`src/rtl/text_write_queue.sv`:
```
// text_write_queue: buffers single-cycle text cell writes from the command
// block and drains them into text RAM only on cycles the renderer grants.
// Out-of-range cell addresses are dropped; lost writes raise a sticky flag.
// Optional build macro TEXT_WQ_COALESCE_EN: a repeat write to the most
// recently queued address overwrites that entry's data instead of allocating.
module text_write_queue #(
  parameter int DEPTH      = 16,
  parameter int ADDR_W     = 12,
  parameter int DATA_W     = 16,
  parameter int TEXT_CELLS = 2400
) (
  input  logic                     cpu_clock,
  input  logic                     reset_n,
  input  logic                     text_enable,
  input  logic [ADDR_W-1:0]        text_addr,
  input  logic [DATA_W-1:0]        text_data,
  input  logic                     vram_grant,
  input  logic                     clear_overflow,
  output logic                     vram_we,
  output logic [ADDR_W-1:0]        vram_addr,
  output logic [DATA_W-1:0]        vram_data,
  output logic [$clog2(DEPTH):0]   level,
  output logic                     empty,
  output logic                     full,
  output logic                     overflow
);

  localparam int PTR_W = $clog2(DEPTH);
  localparam int LVL_W = PTR_W + 1;
  localparam logic [PTR_W-1:0]  PTR_ONE   = PTR_W'(1);
  localparam logic [LVL_W-1:0]  LVL_ONE   = LVL_W'(1);
  localparam logic [LVL_W-1:0]  LVL_FULL  = LVL_W'(DEPTH);
  // one extra bit so TEXT_CELLS == 2**ADDR_W still compares correctly
  localparam logic [ADDR_W:0]   CELLS_LIM = (ADDR_W+1)'(TEXT_CELLS);

  logic [ADDR_W-1:0] addr_mem [DEPTH];
  logic [DATA_W-1:0] data_mem [DEPTH];

  logic [PTR_W-1:0] wr_ptr, rd_ptr;
  logic             valid_wr, push, pop, coalesce;

  assign empty = (level == '0);
  assign full  = (level == LVL_FULL);

`ifdef TEXT_WQ_COALESCE_EN
  logic [PTR_W-1:0] last_ptr;
  assign last_ptr = wr_ptr - PTR_ONE;
`endif

  // Classify this cycle's strobe and grant into push / pop / coalesce
  always_comb begin
    valid_wr = text_enable && ({1'b0, text_addr} < CELLS_LIM);
    pop      = vram_grant && !empty;
    coalesce = 1'b0;
`ifdef TEXT_WQ_COALESCE_EN
    // the newest entry is the head only when level is 1; never edit it mid-pop
    coalesce = valid_wr && !empty && (addr_mem[last_ptr] == text_addr) &&
               !(pop && level == LVL_ONE);
`endif
    // when full, a same-edge pop frees the slot the push lands in
    push     = valid_wr && !coalesce && (!full || pop);
  end

  // Entry storage: no reset needed, pointers/level define what is live
  always_ff @(posedge cpu_clock) begin
    if (push) begin
      addr_mem[wr_ptr] <= text_addr;
      data_mem[wr_ptr] <= text_data;
    end
`ifdef TEXT_WQ_COALESCE_EN
    if (coalesce) data_mem[last_ptr] <= text_data;
`endif
  end

  // Pointers, occupancy and sticky overflow
  always_ff @(posedge cpu_clock or negedge reset_n) begin
    if (!reset_n) begin
      wr_ptr   <= '0;
      rd_ptr   <= '0;
      level    <= '0;
      overflow <= 1'b0;
    end else begin
      if (push) wr_ptr <= wr_ptr + PTR_ONE;
      if (pop)  rd_ptr <= rd_ptr + PTR_ONE;
      case ({push, pop})
        2'b10:   level <= level + LVL_ONE;
        2'b01:   level <= level - LVL_ONE;
        default: level <= level;
      endcase
      // set beats a simultaneous clear
      if (valid_wr && !coalesce && !push) overflow <= 1'b1;
      else if (clear_overflow)            overflow <= 1'b0;
    end
  end

  // Registered RAM write port; address/data hold between pops
  always_ff @(posedge cpu_clock or negedge reset_n) begin
    if (!reset_n) begin
      vram_we   <= 1'b0;
      vram_addr <= '0;
      vram_data <= '0;
    end else begin
      vram_we <= pop;
      if (pop) begin
        vram_addr <= addr_mem[rd_ptr];
        vram_data <= data_mem[rd_ptr];
      end
    end
  end

endmodule

```
`config.mk`:
```
export PLATFORM = sky130hd
export DESIGN_NAME = text_write_queue
export DESIGN_NICKNAME = d
export VERILOG_FILES = /design/src/rtl/text_write_queue.sv
export SDC_FILE = /design/constraint.sdc
export NUM_CORES = 1
export LEC_CHECK = 0
export CAP_MARGIN = 10
export CORE_ASPECT_RATIO = 1.4
export CORE_MARGIN = 2
export CORE_UTILIZATION = 30
export DETAILED_ROUTE_END_ITERATION = 12
export GPL_TIMING_DRIVEN = 0
export PLACE_DENSITY = 0.56
export SYNTH_ARGS = -nofsm -noshare
export SYNTH_HDL_FRONTEND = slang
export SYNTH_SLANG_ARGS = --single-unit
```
`constraint.sdc`:
```
create_clock -name cpu_clock -period 4.3 [get_ports cpu_clock]
set_clock_uncertainty 0.1 [all_clocks]
set_input_delay 0.645 -clock cpu_clock [delete_from_list [all_inputs] [get_ports cpu_clock]]
set_output_delay 0.645 -clock cpu_clock [all_outputs]
set_load 0.01 [all_outputs]
```
# [Yosys cells after proc, flatten, opt, wreduce, memory -nomap -nowiden]
# Memory sizes are Yosys's and may differ from the RTL's. A register that Yosys moved wholly into a read port is not among the register bits.
# Cells that the tools add are included.
[totals] regBits=15 latchBits=0 mem_bits_rw=448 mem_bits_ro=0 input_bits=33 out_inout_bits=37 wordCells=33 mem_count=2
[memory_table] name="data_mem" depth=16 word_bits=16 rd=1 rd_clocked_by_memory_dff=1 write_ports=1 line="37" text="logic [DATA_W-1:0] data_mem [DEPTH];"
[memory_table] name="addr_mem" depth=16 word_bits=12 rd=1 rd_clocked_by_memory_dff=1 write_ports=1 line="36" text="logic [ADDR_W-1:0] addr_mem [DEPTH];"
[classes] addsub=4 mul=0 div_mod_pow=0 n_lt_le_gt_ge=1 n_eq_ne=3 shifts=0 n_mux=5 bitwise=0 reduce_logical=13
[op_table] op="less-than comparator 12 bit (second input constant)" n=1
[op_table] op="case mux 5 bit (2 select lines)" n=1
[op_table] op="adder 4 x 1 -> 4 bit (second input constant)" n=2
[op_table] op="adder 5 x 1 -> 5 bit (second input constant)" n=1
[op_table] op="== test 5 bit (second input constant)" n=1
[op_table] op="zero test 1 bit" n=5
[op_table] op="zero test 5 bit" n=1
[op_table] op="subtractor 5 x 1 -> 5 bit (second input constant)" n=1
[op_table] op="logical AND 1 bit" n=4
[op_table] op="2-to-1 mux 1 bit" n=4
[op_table] op="nonzero test 2 bit" n=2
[op_table] op="== test 2 x 1 -> 1 bit (second input constant)" n=1
[op_table] op="== test 2 bit (second input constant)" n=1
[op_table] op="logical OR 1 bit" n=1

# [Depth between registers and ports, before layout]
# Gate-level depths: netlist of run 1.
[logic_depth] word_depth=8 depth_mapped=13 mapped_depth_nobuf=12

# [Worst setup path before layout of run 1]
# OpenSTA, ideal clock, no wires.
[synth_timing] path_type="input-to-reg" from="input text_addr[10]" to="memory addr_mem[3][0] (enable)" setup_ns=0.448 t_arrival_ns=3.497 t_required_ns=3.752 path_slack_ns=0.255 cell_stages=6 path_buffers=1 path_cell_list="o21ai_0 o211ai_1 o21ba_2 clkbuf_1 nand2_1 nor3_1"
[synth_via] elab_chain_len=5
[synth_lines] element="start, declared" line="15" text="input logic [ADDR_W-1:0] text_addr,"
[synth_lines] element="less-than comparator 12 bit" line="52" text="valid_wr = text_enable && ({1'b0, text_addr} < CELLS_LIM);"
[synth_lines] element="logical AND 1 bit" line="52"
[synth_lines] element="logical AND 1 bit" line="61" text="push = valid_wr && !coalesce && (!full || pop);"
[synth_lines] element="2-to-1 mux 1 bit" line="66" text="if (push) begin"
[synth_lines] element="2-to-1 mux 1 bit (not written as such)" line="67" text="addr_mem[wr_ptr] <= text_addr;"
[synth_lines] element="end, declared" line="36"
# No other way between the ends.

# [Worst setup path in the final report of run 1]
[layout_timing] from="input text_addr[8]" to="register level[4]"
[layout_via] elab_chain_len=5 word_cells_on_any_way=7
[layout_lines] element="less-than comparator 12 bit (*)" line="52"
[layout_lines] element="logical AND 1 bit (*)" line="52"
[layout_lines] element="logical AND 1 bit (*)" line="61"
[layout_lines] element="== test 2 x 1 -> 1 bit / == test 2 bit (equally long branches)" line="85" text="case ({push, pop})"
[layout_lines] element="case mux 5 bit (2 select lines) / nonzero test 2 bit (equally long branches)"
[layout_lines] element="end signal, assigned" line="86" text="2'b10: level <= level + LVL_ONE;"
[layout_lines] element="end signal, assigned" line="87" text="2'b01: level <= level - LVL_ONE;"
[layout_lines] element="end signal, assigned" line="88" text="default: level <= level;"
[layout_lines] element="end, declared" line="22" text="output logic [$clog2(DEPTH):0] level,"
# Every way passes the cells marked *; elsewhere a longest branch is shown, timed or not.
# A chain may end at the register's enable or synchronous reset.

==> results of run 1 <==
## cell type report
class	instances	area (µm²)
timing repair buffer	95	1140
tap	825	1030
multi-input combinational	299	4170
sequential	491	14500
inverter	9	33.8
clock buffer	60	1210
buffer	48	288
fill	5758	39600
clock inverter	19	161
## per-layer routing
metal / GRT usage / share of wire / up-vias / wire [µm]
li1: - / - / 3817 / -
met1: 0.157 / 0.39 / 4827 / 16900
met2: 0.254 / 0.55 / 182 / 23800
met3: 0.0220 / 0.040 / 69 / 1760
met4: 0.0404 / 0.024 / 0 / 1050
met5: 0 / 0 / - / 0
## critical path, cell delays in order
cell             delay, ns
clkdlybuf4s50_1       0.82
nand2_1               0.12
o211ai_1              0.48
o21ba_2               0.23
clkbuf_1              0.22
inv_1                 0.11
ha_1                  0.23
inv_1                 0.11
fa_1                  0.41
nor2b_1               0.12
o21ai_0               0.11
nand3_1               0.11
or3b_2                0.46
xnor2_1               0.13
## per-stage QoR
stage / util / power (W)
2_1_floorplan: - / 0.00873
3_3_place_gp: 0.332 / 0.0102
3_5_place_dp: 0.341 / 0.0103
4_1_cts: 0.363 / 0.0142
5_1_grt: 0.363 / 0.0146
6_report: 0.363 / 0.0139
## where the power goes
group,switching [W],internal [W]
registers,0.000224,0.00564
clock network,0.00166,0.00215
logic,0.00220,0.00206
## cell usage in the layout (no fill, tap or decap), types with 5 or more instances in the layout
cell type        count
a21oi_1             11
a21oi_2             20
buf_12              11
buf_2               16
buf_6               16
clkbuf_1            32
clkbuf_16           45
clkdlybuf4s50_1     64
clkinv_1             9
clkinv_2             6
dfrtp_1             43
edfxtp_1           448
ha_1                 9
inv_1                9
mux2_2              29
mux4_2             112
nand2_1             11
nor2_4              12
o21ai_0              5
o22ai_1             36
o22ai_2             20
xnor2_1              7
## worst max path at each step
stage / end / slack (ns) / startpoint / cells after the start
global placement: data_mem[3][10] / -3.97 / text_addr[5] / 7
floorplan: addr_mem[3][0] / 0.25 / text_addr[10] / 6
detailed placement: data_mem[1][10] / -0.50 / text_addr[5] / 9
global route: level[4] / 0.01 / text_addr[10] / 13
finish: level[4] / 0.32 / text_addr[8] / 14
CTS: addr_mem[1][0] / 0.07 / text_addr[5] / 9
## timing repair
action,4_1_cts,5_1_grt
endpoints found under the setup margin,0,16
setup buffers,0,0
resized for setup,0,4
## sequential cells by signal, summed over array words and instances, names as in the netlist
name / cells
addr_mem: 192
data_mem: 256
overflow: 1
vram_addr: 12
vram_we: 1
rd_ptr: 4
level: 5
wr_ptr: 4
vram_data: 16
## cell families after synthesis
| logic type | after synthesis | synth area share |
|---|---|---|
| buffers and inverters | 57 | 0.0170 |
| flip-flops | 491 | 0.768 |
| adder cells (fa/ha/maj) | 10 | 0.00701 |
| AND/OR/NAND/NOR | 40 | 0.0109 |
| XOR/XNOR | 10 | 0.00463 |
| AO/OA/AOI/OAI | 97 | 0.0408 |
| multiplexers | 142 | 0.151 |
==> results.json, run 1 <==
{
  "track_usage": 0.135,
  "post_drt_via_cell_ratio": 4.82,
  "fmax_ghz": 0.251,
  "layout-drive-gt1-share": 0.307,
  "arrival_ns": 4.31,
  "ys_seq_elements": 491,
  "p_per_area_mw_per_mm2": 618,
  "timing.rr.end": "level[4]",
  "rrSetupSlack_ns": 0.78,
  "cts_sinks": 491,
  "grt_overflow": 0,
  "drc_errors": 0,
  "die_w_um": 216,
  "power_leakage_nw": 7.08,
  "hpwlAfterDp_um": 28500,
  "status": "complete, no violations",
  "post_dp_cell_area_mm2": 0.0212,
  "cp-end-kind": "flip-flop",
  "numCtsBuffers": 43,
  "synthTopCellsByArea": "edfxtp_1 (71%), mux4_2 (13%), dfrtp_1 (5.7%)",
  "die_h_um": 301,
  "hold_viol_final": 0,
  "hold_slack_ns": 0.0514,
  "start_util": 0.304,
  "place_ws_ns": -0.502,
  "first_iter_violations": 694,
  "holdBufCountCts": 0,
  "yosysWarningCount": 0,
  "worstHoldPathType": "in2async",
  "path_max_fanout": 17,
  "yosysSeqAreaShare": 0.768,
  "firstDrtPassIters": 4,
  "finalSetupViolCount": 0,
  "n_antenna_cell": 0,
  "nNetsFinal": 1030,
  "period_minus_slack_ns": 3.98,
  "cts-root-buf": "clkbuf_16",
  "via_count": 8895,
  "rsz0062_at_grt": "no",
  "synthDistinctLibCells": 38,
  "synth_cells": 847,
  "drt.antenna.violating_nets": 0,
  "synth_top_area_cell": "edfxtp_1",
  "synth_edf_count": 448,
  "r2r_cells": 11,
  "cp_data_required_time_ns": 4.63,
  "gp_congestion": 0.690,
  "synth.most_common_cell": "edfxtp_1",
  "die-area_mm2": 0.0651,
  "synthFlopType": "edfxtp_1",
  "wl_per_cell_um": 23.6,
  "setup_ws_ns": 0.321,
  "fp.coreArea_mm2": 0.0622,
  "postSynthAreaPerCell_um2": 22.3,
  "num_rows": 108,
  "syn_nets": 890,
  "ios": 70,
  "slew_headroom": 0.291,
  "async_reset_ff_frac": 0.0876,
  "cts_tree": "built",
  "path_class": "in2reg",
  "fin_area_mm2": 0.0226,
  "clockBufferDepth": 3,
  "grt_pass1_wl_um": 64300,
  "clk_pin_slew_worst_paths_ns": 0.07,
  "syn_to_final_growth_pct": 19.3,
  "htreeDepth": 2,
  "routed_wl_um": 43600,
  "finalNonFillerCells": 1846,
  "tightest_slew_ns": 1.06,
  "antenna_found_initial": 0,
  "dp_cells": 1767,
  "synth_top_area_share": 0.712,
  "grt_pass1_vias": 9610,
  "synth.cell_area_mm2": 0.0189,
  "insertion_delay_ns": 0.55,
  "grt_max_degree": 26,
  "netlist_top_cells_count": "edfxtp_1 (448), mux4_2 (112), dfrtp_1 (43)",
  "final_max_slew_viol_count": 0,
  "tns_ns": 0,
  "drv_cap": 0,
  "ir_drop_mv": 0.308,
  "numPortBuffers": 69,
  "min_period_over_period": 0.925,
  "start_kind": "input pin",
  "rr_startpoint": "level[0]"
}
Note: power is estimated with default switching activity, not from simulation.
==> inputs of run 2 (changes only) <==
Settings changed: PLACE_DENSITY 0.56 to 0.44.
==> run 2 against run 1 <==
  * Critical path depth fell by 5
  * Via count decreased by 0.40%
  * Clock power rose by 8.1%
  * Combinational power is 2% higher
  * Sequential power about the same
  * Design area increased by 0.85%
  * Non-clock buffer count unchanged
  * Largest cell class unchanged
==> results.json, run 2 (synthesized netlist as in run 1, its figures left out) <==
{
  "cts_tree": "built",
  "regArea_mm2": 0.0145,
  "gp_congestion": 0.687,
  "largest_register_ffs": 256,
  "dp_cells": 1767,
  "min_period_over_period": 0.929,
  "die-area_mm2": 0.0651,
  "final_max_slew_viol_count": 0,
  "fin_util": 0.366,
  "die_w_um": 216,
  "layout_common_cells": "edfxtp_1 (448), mux4_2 (112), clkdlybuf4s50_1 (64)",
  "clk_pin_slew_worst_paths_ns": 0.06,
  "htreeDepth": 2,
  "finalSetupViolCount": 0,
  "die_h_um": 301,
  "via_count": 8859,
  "fp.coreArea_mm2": 0.0622,
  "tns_ns": 0,
  "cp_slowest_cell": "nor3_2",
  "p_per_area_mw_per_mm2": 630,
  "intPower_w": 0.0101,
  "firstDrtPassIters": 4,
  "period_minus_slack_ns": 4.00,
  "first_iter_violations": 662,
  "clockBufferDepth": 3,
  "worstHoldPathType": "in2async",
  "antenna_found_initial": 1,
  "numPortBuffers": 69,
  "fmax_ghz": 0.250,
  "grt_max_degree": 27,
  "arrival_ns": 4.17,
  "track_usage": 0.146,
  "ir_drop_mv": 0.401,
  "slew_headroom": 0.297,
  "hold_viol_final": 0,
  "insertion_delay_ns": 0.57,
  "n_antenna_cell": 0,
  "status": "complete, no violations",
  "grt_pass1_vias": 9547,
  "cts_sinks": 491,
  "place_ws_ns": -0.631,
  "routed_wl_um": 47100,
  "seq_power_share": 0.410,
  "crit_path_max_incr_delay_ns": 0.74,
  "p_comb_frac": 0.302,
  "crit_path_cell_trace": "clkdlybuf4s50_1 > o21ai_0 > o211ai_1 > o21ba_2 > clkbuf_1 > nand2_1 > nor3_2 > buf_6 > buf_6",
  "cpMostUsedCell": "buf_6",
  "start_util": 0.304,
  "reg_top3": "data_mem (256), addr_mem (192), vram_data (16)",
  "post-cts-setup-buffers": 0,
  "clkPwrFrac": 0.288,
  "post_drt_via_cell_ratio": 4.78,
  "cts-root-buf": "clkbuf_16",
  "ios": 70,
  "finalNonFillerCells": 1855,
  "power_leakage_nw": 7.17,
  "cp_data_required_time_ns": 4.47,
  "drt.antenna.violating_nets": 0,
  "startpoint": "text_addr[10]",
  "layout-drive-gt1-share": 0.312,
  "start_kind": "input pin",
  "switchingPower_w": 0.00428,
  "multiInputGateArea_mm2": 0.00418,
  "tightest_slew_ns": 1.05,
  "grt_overflow": 0,
  "regMostFlops": "data_mem",
  "rr_startpoint": "level[0]",
  "path_class": "in2reg",
  "switching_share": 0.298,
  "grt_pass1_wl_um": 68000,
  "num-fill-cells": 5720,
  "rsz0062_at_grt": "no",
  "cp-end-kind": "flip-flop",
  "drv_cap": 0,
  "holdBufCountCts": 0,
  "hpwlAfterDp_um": 31000,
  "final_common_cell": "edfxtp_1",
  "nNetsFinal": 1034,
  "num_rows": 108,
  "wl_per_cell_um": 25.4,
  "path_max_fanout": 17,
  "syn_to_final_growth_pct": 20.3,
  "numCtsBuffers": 47,
  "r2r_cells": 11,
  "setup_ws_ns": 0.303,
  "drc_errors": 0
}
[run 2: cell count changes in the layout (fill, tap and decap cells not counted), sizes merged]
cell	before	now
inv	9	10
clkinv	15	11
clkinvlp	1	0
clkbuf	80	93
[run 2: layer usage]
| layer | share of wire | track usage |
|---|---|---|
| met3 | 0.035 | 0.0228 |
| met1 | 0.42 | 0.184 |
| met2 | 0.52 | 0.261 |
| met4 | 0.026 | 0.0422 |
| met5 | 0.00028 | 0 |
[run 2: power by group through the flow]
stage / Combinational, W / Sequential [W] / Clock [W]
CTS: 0.00449 / 0.00590 / 0.00423
floorplan: 0.00275 / 0.00599 / 0
detailed placement: 0.00447 / 0.00600 / 0
finish: 0.00434 / 0.00588 / 0.00412
global placement: 0.00430 / 0.00602 / 0
global route: 0.00469 / 0.00593 / 0.00441
[run 2: area by class of cell]
| type | count | area share |
|---|---|---|
| Buffer | 48 | 0.0126 |
| Clock buffer | 73 | 0.0596 |
| Clock inverter | 15 | 0.00709 |
| Inverter | 9 | 0.00148 |
| Multi-Input combinational cell | 299 | 0.184 |
| Sequential cell | 491 | 0.639 |
| Tap cell | 825 | 0.0454 |
| Timing Repair Buffer | 95 | 0.0516 |
[run 2: path summary, 6_finish.rpt]
kind	endpoint	slack, ns
setup / recovery	data_mem[2][10]	0.30
hold / removal	level[3]	0.06
setup reg to reg	level[4]	0.80
hold reg to reg	overflow	0.43
max in group asynchronous	vram_addr[4]	3.40
min in group cpu_clock	overflow	0.43
[run 2: worst max-delay path, delay by kind of cell]
family	cells	cell delay (ns)
compound gates	3	0.92
buf+inv	4	1.52
simple gates	2	1.06
[run 2: metrics by stage]
| stage | area [µm²] | power, W | hold slack (ns) |
|---|---|---|---|
| CTS | 22700 | 0.0146 | 0.0828 |
| detailed placement | 21200 | 0.0105 | 0.428 |
| finish | 22800 | 0.0143 | 0.0648 |
| floorplan | 18900 | 0.00873 | 0.249 |
| global placement | 20600 | 0.0103 | 0.420 |
| global route | 22800 | 0.0150 | 0.101 |
[run 2: timing repair]
action | 4_1_cts | 5_1_grt
resized for setup | 2 | 4
setup endpoints to repair | 15 | 16
pin swaps | 0 | 0
gates cloned | 0 | 0
